$ cat config.mk
export PLATFORM = sky130hd
export DESIGN_NAME = maxpool2x2_reader
export DESIGN_NICKNAME = d
export VERILOG_FILES = /design/src/rtl/maxpool2x2_reader.sv
export SDC_FILE = /design/constraint.sdc
export NUM_CORES = 1
export LEC_CHECK = 0
export CAP_MARGIN = 20
export CORE_AREA = 2 2 95 97
export DETAILED_ROUTE_END_ITERATION = 16
export DIE_AREA = 0 0 97 99
export PLACE_DENSITY = 0.76
export SYNTH_ARGS = -nofsm -noshare
export SYNTH_HDL_FRONTEND = slang
export SYNTH_SLANG_ARGS = --single-unit
$ cat constraint.sdc
create_clock -name clk -period 1.97 [get_ports clk]
set_input_delay 0.2955 -clock clk [delete_from_list [all_inputs] [get_ports clk]]
set_output_delay 0.2955 -clock clk [all_outputs]
set_load 0.05 [all_outputs]
$ cat src/rtl/maxpool2x2_reader.sv
// -----------------------------------------------------------------------------
// maxpool2x2_reader
//
// Reads a stored IMG_W x IMG_H image out of a dual-read-port RAM with a
// 1-cycle registered read. Two rows are read at once, one per port. The block
// emits a stream of 2x2 max-pooled pixels ((IMG_W/2) x (IMG_H/2) of them),
// each with its raster index, and then pulses done.
//
// Ports:
//   clk         clock
//   rst         asynchronous, active-low reset
//   start       single-cycle request to pool the stored image
//   ram_busy    image writer active; a start seen while it is high is ignored
//   addr_r1     RAM read address, even row of the current row pair
//   addr_r2     RAM read address, odd row of the current row pair
//   data_r1     RAM read data for addr_r1, valid 1 cycle after the address
//   data_r2     RAM read data for addr_r2, valid 1 cycle after the address
//   busy        high from start acceptance until done is asserted
//   pool_valid  one-cycle strobe: pool_data / pool_idx carry a new result
//   pool_data   max of the 2x2 block
//   pool_idx    pooled pixel index pr*(IMG_W/2)+pc
//   done        one-cycle pulse after the last pool_valid
// -----------------------------------------------------------------------------
module maxpool2x2_reader #(
    parameter int IMG_W = 28,
    parameter int IMG_H = 28,
    parameter int DW    = 8,
    parameter int AW    = 10,
    parameter int PW    = 8
) (
    input  logic          clk,
    input  logic          rst,
    input  logic          start,
    input  logic          ram_busy,
    output logic [AW-1:0] addr_r1,
    output logic [AW-1:0] addr_r2,
    input  logic [DW-1:0] data_r1,
    input  logic [DW-1:0] data_r2,
    output logic          busy,
    output logic          pool_valid,
    output logic [DW-1:0] pool_data,
    output logic [PW-1:0] pool_idx,
    output logic          done
);

    localparam int CW = (IMG_W / 2 > 1) ? $clog2(IMG_W / 2) : 1;
    localparam int RW = (IMG_H / 2 > 1) ? $clog2(IMG_H / 2) : 1;

    localparam logic [CW-1:0] PC_LAST = CW'(IMG_W / 2 - 1);
    localparam logic [RW-1:0] PR_LAST = RW'(IMG_H / 2 - 1);
    localparam logic [CW-1:0] PC_ONE  = CW'(1);
    localparam logic [RW-1:0] PR_ONE  = RW'(1);
    localparam logic [PW-1:0] BLK_ONE = PW'(1);
    localparam logic [AW-1:0] A_ONE   = AW'(1);
    localparam logic [AW-1:0] A_W     = AW'(IMG_W);
    // From the odd column of the last block in a row pair, the next even-column
    // address is one column on plus the skipped odd row.
    localparam logic [AW-1:0] A_WRAP  = AW'(IMG_W + 1);

    typedef enum logic [2:0] {
        IDLE,
        RD_EVEN,
        RD_ODD,
        FLUSH,
        DONE
    } state_t;

    state_t        state;
    logic [CW-1:0] pc;
    logic [RW-1:0] pr;
    logic [PW-1:0] blk;        // index of the block being issued
    logic [PW-1:0] idx_q;      // index of the block whose odd column is in flight
    logic          ev_q;       // RAM data this cycle belongs to an even-column issue
    logic          od_q;       // RAM data this cycle belongs to an odd-column issue
    logic [DW-1:0] hold;       // max of the even column of the current block
    logic          flush_cnt;

    function automatic logic [DW-1:0] max2(input logic [DW-1:0] a, input logic [DW-1:0] b);
        return (a > b) ? a : b;
    endfunction

    logic [DW-1:0] pair_max;
    assign pair_max = max2(data_r1, data_r2);

    // NOTE: every register here, state and datapath alike, is updated with
    // non-blocking assignments so all of them see pre-edge values.
    always_ff @(posedge clk or negedge rst) begin
        if (!rst) begin
            state      <= IDLE;
            pc         <= '0;
            pr         <= '0;
            blk        <= '0;
            idx_q      <= '0;
            ev_q       <= 1'b0;
            od_q       <= 1'b0;
            hold       <= '0;
            flush_cnt  <= 1'b0;
            addr_r1    <= '0;
            addr_r2    <= '0;
            busy       <= 1'b0;
            pool_valid <= 1'b0;
            pool_data  <= '0;
            pool_idx   <= '0;
            done       <= 1'b0;
        end else begin
            // Read-data tagging: the RAM returns data one cycle after the
            // address, so the state of the previous cycle says which column
            // the data on data_r1/data_r2 belongs to.
            ev_q <= (state == RD_EVEN);
            od_q <= (state == RD_ODD);

            if (ev_q) begin
                hold <= pair_max;
            end

            pool_valid <= od_q;
            if (od_q) begin
                pool_data <= max2(hold, pair_max);
                pool_idx  <= idx_q;
            end

            done <= 1'b0;

            // NOTE: the default branch keeps the encoding closed so unused
            // state codes fall back to IDLE instead of locking up.
            case (state)
                IDLE: begin
                    if (start && !ram_busy) begin
                        state   <= RD_EVEN;
                        busy    <= 1'b1;
                        pc      <= '0;
                        pr      <= '0;
                        blk     <= '0;
                        addr_r1 <= '0;
                        addr_r2 <= A_W;
                    end
                end

                RD_EVEN: begin
                    addr_r1 <= addr_r1 + A_ONE;
                    addr_r2 <= addr_r2 + A_ONE;
                    state   <= RD_ODD;
                end

                RD_ODD: begin
                    idx_q <= blk;
                    blk   <= blk + BLK_ONE;
                    if (pc == PC_LAST) begin
                        pc <= '0;
                        if (pr == PR_LAST) begin
                            // Last block: addresses stay on the final odd column.
                            state     <= FLUSH;
                            flush_cnt <= 1'b0;
                        end else begin
                            pr      <= pr + PR_ONE;
                            addr_r1 <= addr_r1 + A_WRAP;
                            addr_r2 <= addr_r2 + A_WRAP;
                            state   <= RD_EVEN;
                        end
                    end else begin
                        pc      <= pc + PC_ONE;
                        addr_r1 <= addr_r1 + A_ONE;
                        addr_r2 <= addr_r2 + A_ONE;
                        state   <= RD_EVEN;
                    end
                end

                FLUSH: begin
                    // Two cycles: the last read returns, then pool_valid shows.
                    if (flush_cnt) begin
                        state <= DONE;
                        done  <= 1'b1;
                        busy  <= 1'b0;
                    end else begin
                        flush_cnt <= 1'b1;
                    end
                end

                DONE: begin
                    state <= IDLE;
                end

                default: begin
                    state <= IDLE;
                end
            endcase
        end
    end

endmodule

==> metrics.txt <==
largest net degree at the start of global routing=41; total number of vias=between 4000 and 5000; final non-filler cell total=between 600 and 700; Initial Util=between 40% and 50%; remaining antenna violation count=0; die area=slightly below 10000 sq um; H-tree levels=3; WL/cell=around 18 um; failing checks=negative setup slack; Arrival @ worst endpoint=approximately 3100 ps; FF+latch area=1930 sq um; post-synthesis cell type count=52; Final Cycle Share=143%; pre-CTS WS=-1480 ps; Cell Rows=34; post-synthesis register bit count=between 70 and 80; total gr overflow=0; Setup CP Type=in -> reg; most frequent cells after synthesis=77 x dfrtp_1, 65 x nand2_1, 45 x o21ai_0, 41 x a21oi_1, 27 x nor2_1; Syn Nets=between 500 and 600; Worst Hold Class=in -> async; leakage=about 2.6 nW; async set-reset flop share out of synthesis=100%; CTS sink count=77; final instance area=5870 sq um; Post-synth EDFFs=0; Remaining DRCs=0; Design Power=around 7.7 mW; Die X=97 um; Setup-failing EPs final=8; post-detail-place hpwl=about 7300 um; synthesized instance count=~460; Final Slew Violations=0; cell types occupying the most area after synthesis=dfrtp_1 46%, ha_1 6.9%, nand2_1 5.8%; power per standard cell area=1310 nW/um^2; IO Pins=59; Synth-to-Final Area Change=39.8%; critical path fanouts, max=8; fill count=about 620; post-synthesis cell area=about 4200 sq um; worst setup slack after layout=-839 ps; sequential share of the synthesized area=a little under half; worst hold slack=between 400 and 500 ps; initial antenna violation count=0; syn_area_per_cell=between 9 and 10 sq um; Startpoint Class=input port; Inst Count DP=652; drt via density=~6; RSZ-0062 raised after global routing=true; Clock transition at path regs=90 ps; Clock Latency Late Sink=360 ps; nets@finish=a little over 600; root buf cell=clkbuf_8; clk buf depth=2; Routed WL=12300 um; Worst EP required=2240 ps; GPL Wtd Cong=a little over 0.9; status=finished, violations left; setup_tns=-6070 ps; Placement Cell Area=around 5200 sq um; share of cells above drive strength 1=between 20% and 30%; DR iter-0 viols=approximately 250; most frequent cell after synthesis=dfrtp_1; min cycle time layout=between 2000 and 3000 ps; Die Y-Extent=99 um; Peak supply drop=about 0.0007 V; Yosys top cell area share=~46%; top cell type by total area after synthesis=dfrtp_1; Buffers on Ports=58; core footprint=approximately 8600 sq um; antenna cells=0; DR pass1 iterations=5; most common flop cell mapped by yosys=dfrtp_1; vias in the first global route=3969; area of the multi-input gates=2450 sq um; worst-margin pin slew=~570 ps; max-cap violations=0; crit end category=flip-flop; Final Util=68.6%; first-pass GRT wire length=18300 um; TritonCTS buffer count=9; Tot GR Track Use=a little under a quarter; clk_skew=16.0 ps; fmax=roughly 360 MHz; Yosys Warn Count=0; Final Hold Violating Endpoints=0; CTS tree=yes; Slew HR=just over 60%
layer usage:
layer / up-vias / wire length [um] / track usage [%] / share of wire [%]
li1: 1878 / - / - / -
met2: 165 / 6240 / 39.7 / 51
met1: 1969 / 5000 / 29.8 / 41
met5: - / 0 / 0 / 0
met4: 0 / 350 / 7.26 / 2.9
met3: 44 / 681 / 4.54 / 5.5
critical path, stage by stage:
cell,delay (ps)
buf_8,80
inv_4,30
ha_4,260
nand4_1,210
buf_4,220
o22ai_4,220
buf_12,200
mux2i_4,280
ha_4,240
a21oi_1,190
o21ai_1,110
o22a_2,260
nand2b_4,230
o21ai_1,240
final cells by class:
type | instances | share of cell area (%)
clock inverters | 6 | 1.22
repair buffers | 121 | 18.3
inverters | 15 | 1.22
clock buffers | 10 | 2.18
flip-flops and latches | 77 | 32.9
multi-input cells | 342 | 41.8
well taps | 108 | 2.30
repair_timing:
item,in CTS,in global routing
hold buffers,1,0
cloned,1,0
buffers inserted,2,7
resized for setup,116,35
pin swaps,23,16
hold endpoints to repair,37,0
endpoints found under the setup margin,20,21
power by group:
group          switching (mW)  internal [mW]  total (mW)
Clock                   0.622          0.594        1.22
Sequential              0.472           2.00        2.47
Combinational            2.40           1.61        4.01
Total                    3.49           4.21        7.70
logic make-up (layout without fill, tap and decap cells):
| family | after synthesis | count (layout) | share of synthesized area [%] |
|---|---|---|---|
| adder cells (fa/ha/maj) | 23 | 23 | 6.86 |
| buffers and inverters | 40 | 152 | 4.24 |
| AND/OR/NAND/NOR | 151 | 151 | 16.6 |
| multiplexers | 17 | 17 | 4.29 |
| AO/OA/AOI/OAI | 148 | 149 | 21.6 |
| flip-flops | 77 | 77 | 45.9 |
| XOR/XNOR | 2 | 2 | 0.418 |
placed cells by master (no fill, tap or decap), types with 3 or more instances in the layout:
cell type        synthesis  final
a21oi_2                  1      5
nand3_1                 14     13
buf_4                    1     66
a31oi_1                 17     17
and3_1                   8      7
inv_1                   13      6
a21o_1                   3      3
a21oi_1                 41     36
buf_8                    0      4
o22ai_1                  4      4
ha_4                     0     13
nor3_1                   4      4
dfrtp_1                 77     73
inv_4                    0      4
ha_1                    23      9
clkdlybuf4s50_1          0     29
clkbuf_2                 0      4
dfrtp_2                  0      4
o21ai_2                  1      7
o21ai_1                  1      4
o211ai_1                 5      5
inv_2                    2      4
mux2i_4                  0      6
a221oi_1                 3      3
dlygate4sd2_1            0      4
o31ai_1                  5      5
nor2_1                  27     27
nor2b_1                 14     13
nand2_1                 65     64
nand4_1                 11     11
mux2_2                   8      8
clkbuf_8                 0      9
o21ai_0                 45     35
buf_6                    2      7
worst paths after layout:
kind,from,to,slack [ps],cells past startpoint
setup / recovery,data_r2[6],pool_data[5],-840,14
hold / removal,rst,pool_data[5],450,2
setup reg to reg,hold[1],pool_data[4],30,7
hold reg to reg,idx_q[2],idx_q[2],480,2
max in group asynchronous,rst,addr_r1[1],900,3
min in group clk,idx_q[2],idx_q[2],480,2
state kept, by name (all words and copies together) (netlist names):
| signal | flops |
|---|---|
| pool_idx | 8 |
| hold | 8 |
| addr_r2 | 10 |
| flush_cnt | 1 |
| pr | 4 |
| od_q | 1 |
| blk | 8 |
| ev_q | 1 |
| pc | 4 |
| idx_q | 8 |
| pool_valid | 1 |
| state | 3 |
| busy | 1 |
| addr_r1 | 10 |
| done | 1 |
| pool_data | 8 |
Power figures use the tool's default switching activity.
==> edit: new RTL, config.mk and constraints unchanged <==
The parameter `DW` goes from 8 to 10.
--- a/src/rtl/maxpool2x2_reader.sv
+++ b/src/rtl/maxpool2x2_reader.sv
@@ -24,7 +24,7 @@
 module maxpool2x2_reader #(
     parameter int IMG_W = 28,
     parameter int IMG_H = 28,
-    parameter int DW    = 8,
+    parameter int DW    = 10,
     parameter int AW    = 10,
     parameter int PW    = 8
 ) (
Ports: changed (resized data_r1, data_r2 and pool_data); port bits go from 59 to 65. The function was not compared with the original's and may differ.
==> edit against the original RTL <==
  * The flow still finishes with violations (negative setup slack)
  * Worst setup slack got worse by 390 ps
  * Non-clock buffer count increased by 18
  * Cell area increased by 9.6%
  * Routed wire length increased by 1.0%
  * Die area unchanged
  * Clock skew decreased by 9.7 ps
  * First-iteration DRC count decreased by 13%
  * Synthesized area increased by 9.9%
  * Worst hold slack got worse by 13 ps
  * Sequential share of layout area decreased by 1.4 points
  * Synthesized cell count increased by 4.8%
  * Sequential cell count increased by 4
  * Power increased by 13%
  * Critical path type unchanged
  * Largest cell class unchanged
  * Largest power group unchanged
==> edit: results (changes against the original RTL) <==
| Metric | Value |
|---|---|
| Via count | `4258 (was 4056)` |
| Portion of the post-synthesis area used by sequential elements | `0.4397 (was 0.4593)` |
| Normalized max-slew margin | `0.6205 (was 0.6207)` |
| Iteration-0 DRC Markers | `219 (was 251)` |
| Worst min-delay path category | `input pin to flop (was input pin to asynchronous set/reset pin)` |
| Switching power | `3.890 mW (was 3.494 mW)` |
| Largest net degree at the start of global routing | `82 (was 41)` |
| Number of global-route vias before repair | `4132 (was 3969)` |
| Violated checks | `negative setup slack (unchanged)` |
| Instance count along the most critical hold path | `4` |
| Beginning of the worst register-to-register path | `hold[4] (was hold[1])` |
| Slowest-stage cell, CP | `sky130_fd_sc_hd__a221o_1 (was sky130_fd_sc_hd__mux2i_4)` |
| Fillers | `555 (was 618)` |
| GRT Total Usage | `0.2523 (was 0.2316)` |
| Setup slack after layout | `-1225 ps (was -838.7 ps)` |
| Yosys cell types | `59 (was 52)` |
| Delay of the slowest cell on the worst path | `380 ps (was 280 ps)` |
| Synth Net Count | `531 (was 501)` |
| Setup violators final | `11 (was 8)` |
| Worst supply voltage drop on vdd | `0.9304 mV (was 0.7086 mV)` |
| Status | `complete, but fails checks (unchanged)` |
| Dpl ws | `-2249 ps (was -1482 ps)` |
| Post-detailed-routing wire length | `12400 um (was 12270 um)` |
| WHS Endpoint | `pool_data[9]` |
| Capturing point of the worst reg2reg path | `pool_data[2] (was pool_data[4])` |
| Wire length of the first global-routing pass | `19810 um (was 18330 um)` |
| Number of remaining DRC errors | `0 (unchanged)` |
| Biggest fanout along the worst timing path | `5 (was 8)` |
| Layout Skew | `6.350 ps (was 16.02 ps)` |
| Slack of the worst reg-to-reg path | `-220 ps (was 30 ps)` |
| Critical Path AT | `3430 ps (was 3080 ps)` |
| Routability-driven placement congestion ratio | `0.8588 (was 0.9048)` |
| Final layout net count | `662 (was 609)` |
| Ratio of cells with drive above 1 in the final layout | `0.3393 (was 0.2942)` |
| H-Tree Depth | `3 (unchanged)` |
| Count of input and output buffers | `64 (was 58)` |
| Most numerous cell types in the synthesized netlist | `81 x sky130_fd_sc_hd__dfrtp_1, 61 x sky130_fd_sc_hd__nand2_1, 38 x sky130_fd_sc_hd__nor2_1 (was 77 x sky130_fd_sc_hd__dfrtp_1, 65 x sky130_fd_sc_hd__nand2_1, 45 x sky130_fd_sc_hd__o21ai_0)` |
| DPL Wire Length | `7931 um (was 7279 um)` |
==> edit: cells by family after synthesis <==
kind of cell,share of synthesized area
xor+xnor,0.005701
mux,0.05673
compound gates,0.1897
simple gates,0.1838
flops,0.4397
fa+ha+maj,0.07329
buf+inv,0.05103
==> edit: worst register-to-register path, cell delays in order (launching register included) <==
cell and delay, ps:
sky130_fd_sc_hd__dfrtp_1 410, sky130_fd_sc_hd__ha_1 330, sky130_fd_sc_hd__nand4_1 160, sky130_fd_sc_hd__a211oi_2 330
sky130_fd_sc_hd__a2111oi_4 110, sky130_fd_sc_hd__a31oi_4 240, sky130_fd_sc_hd__nor2b_2 130, sky130_fd_sc_hd__a221o_1 380
==> edit: worst max path at each step <==
stage,startpoint,end,cells past startpoint
final,data_r2[9],pool_data[2],18
after global routing,data_r2[9],pool_data[2],18
after CTS,data_r1[2],pool_data[2],16
after detailed placement,data_r2[7],pool_data[1],18
after global placement,data_r2[7],pool_data[2],18
after floorplan,data_r2[7],pool_data[0],16
==> edit: power groups by stage <==
| stage | logic [mW] | registers (mW) | clock network, mW |
|---|---|---|---|
| floorplan | 2.08 | 3.33 | 0 |
| global placement | 4.13 | 2.59 | 0 |
| detailed placement | 4.26 | 2.61 | 0 |
| CTS | 4.52 | 2.60 | 1.36 |
| global route | 5.06 | 2.70 | 1.43 |
| finish | 4.72 | 2.63 | 1.34 |
==> edit: repair_timing <==
item                                    4_1_cts  5_1_grt
cloned                                        3        0
endpoints found under the setup margin       28       30
setup buffers                                 6        7
gates resized for setup                      91       58
pin swaps                                    21       21
hold buffers                                  1        0
endpoints found under the hold margin        81        0
==> edit: area by class of cell <==
cell class              instances  area share
inverters                      26     0.02102
flip-flops and latches         81      0.3155
multi-input cells             354      0.4231
clock inverters                 5     0.01051
repair buffers                139      0.1853
clock buffers                  11     0.02355
well taps                     108     0.02102
==> edit: stage by stage <==
step	hold slack (ps)	utilization	std cells	TNS [ps]
finish	433.4	0.7518	724	-11840
CTS	424.9	0.7347	720	-12040
global route	442.5	0.7518	724	-13310
floorplan	-0.09107	-	480	-12090
detailed placement	355.9	0.6876	694	-29350
global placement	355.1	0.6876	694	-27680
==> edit: metal layers <==
metal	GRT usage	wire (um)	part of all wire	up-vias
met5	0	0	0	-
met4	0.1073	358	0.029	0
met3	0.03617	498	0.040	32
met2	0.4402	6333	0.51	135
met1	0.3153	5209	0.42	2084
li1	-	-	-	2007
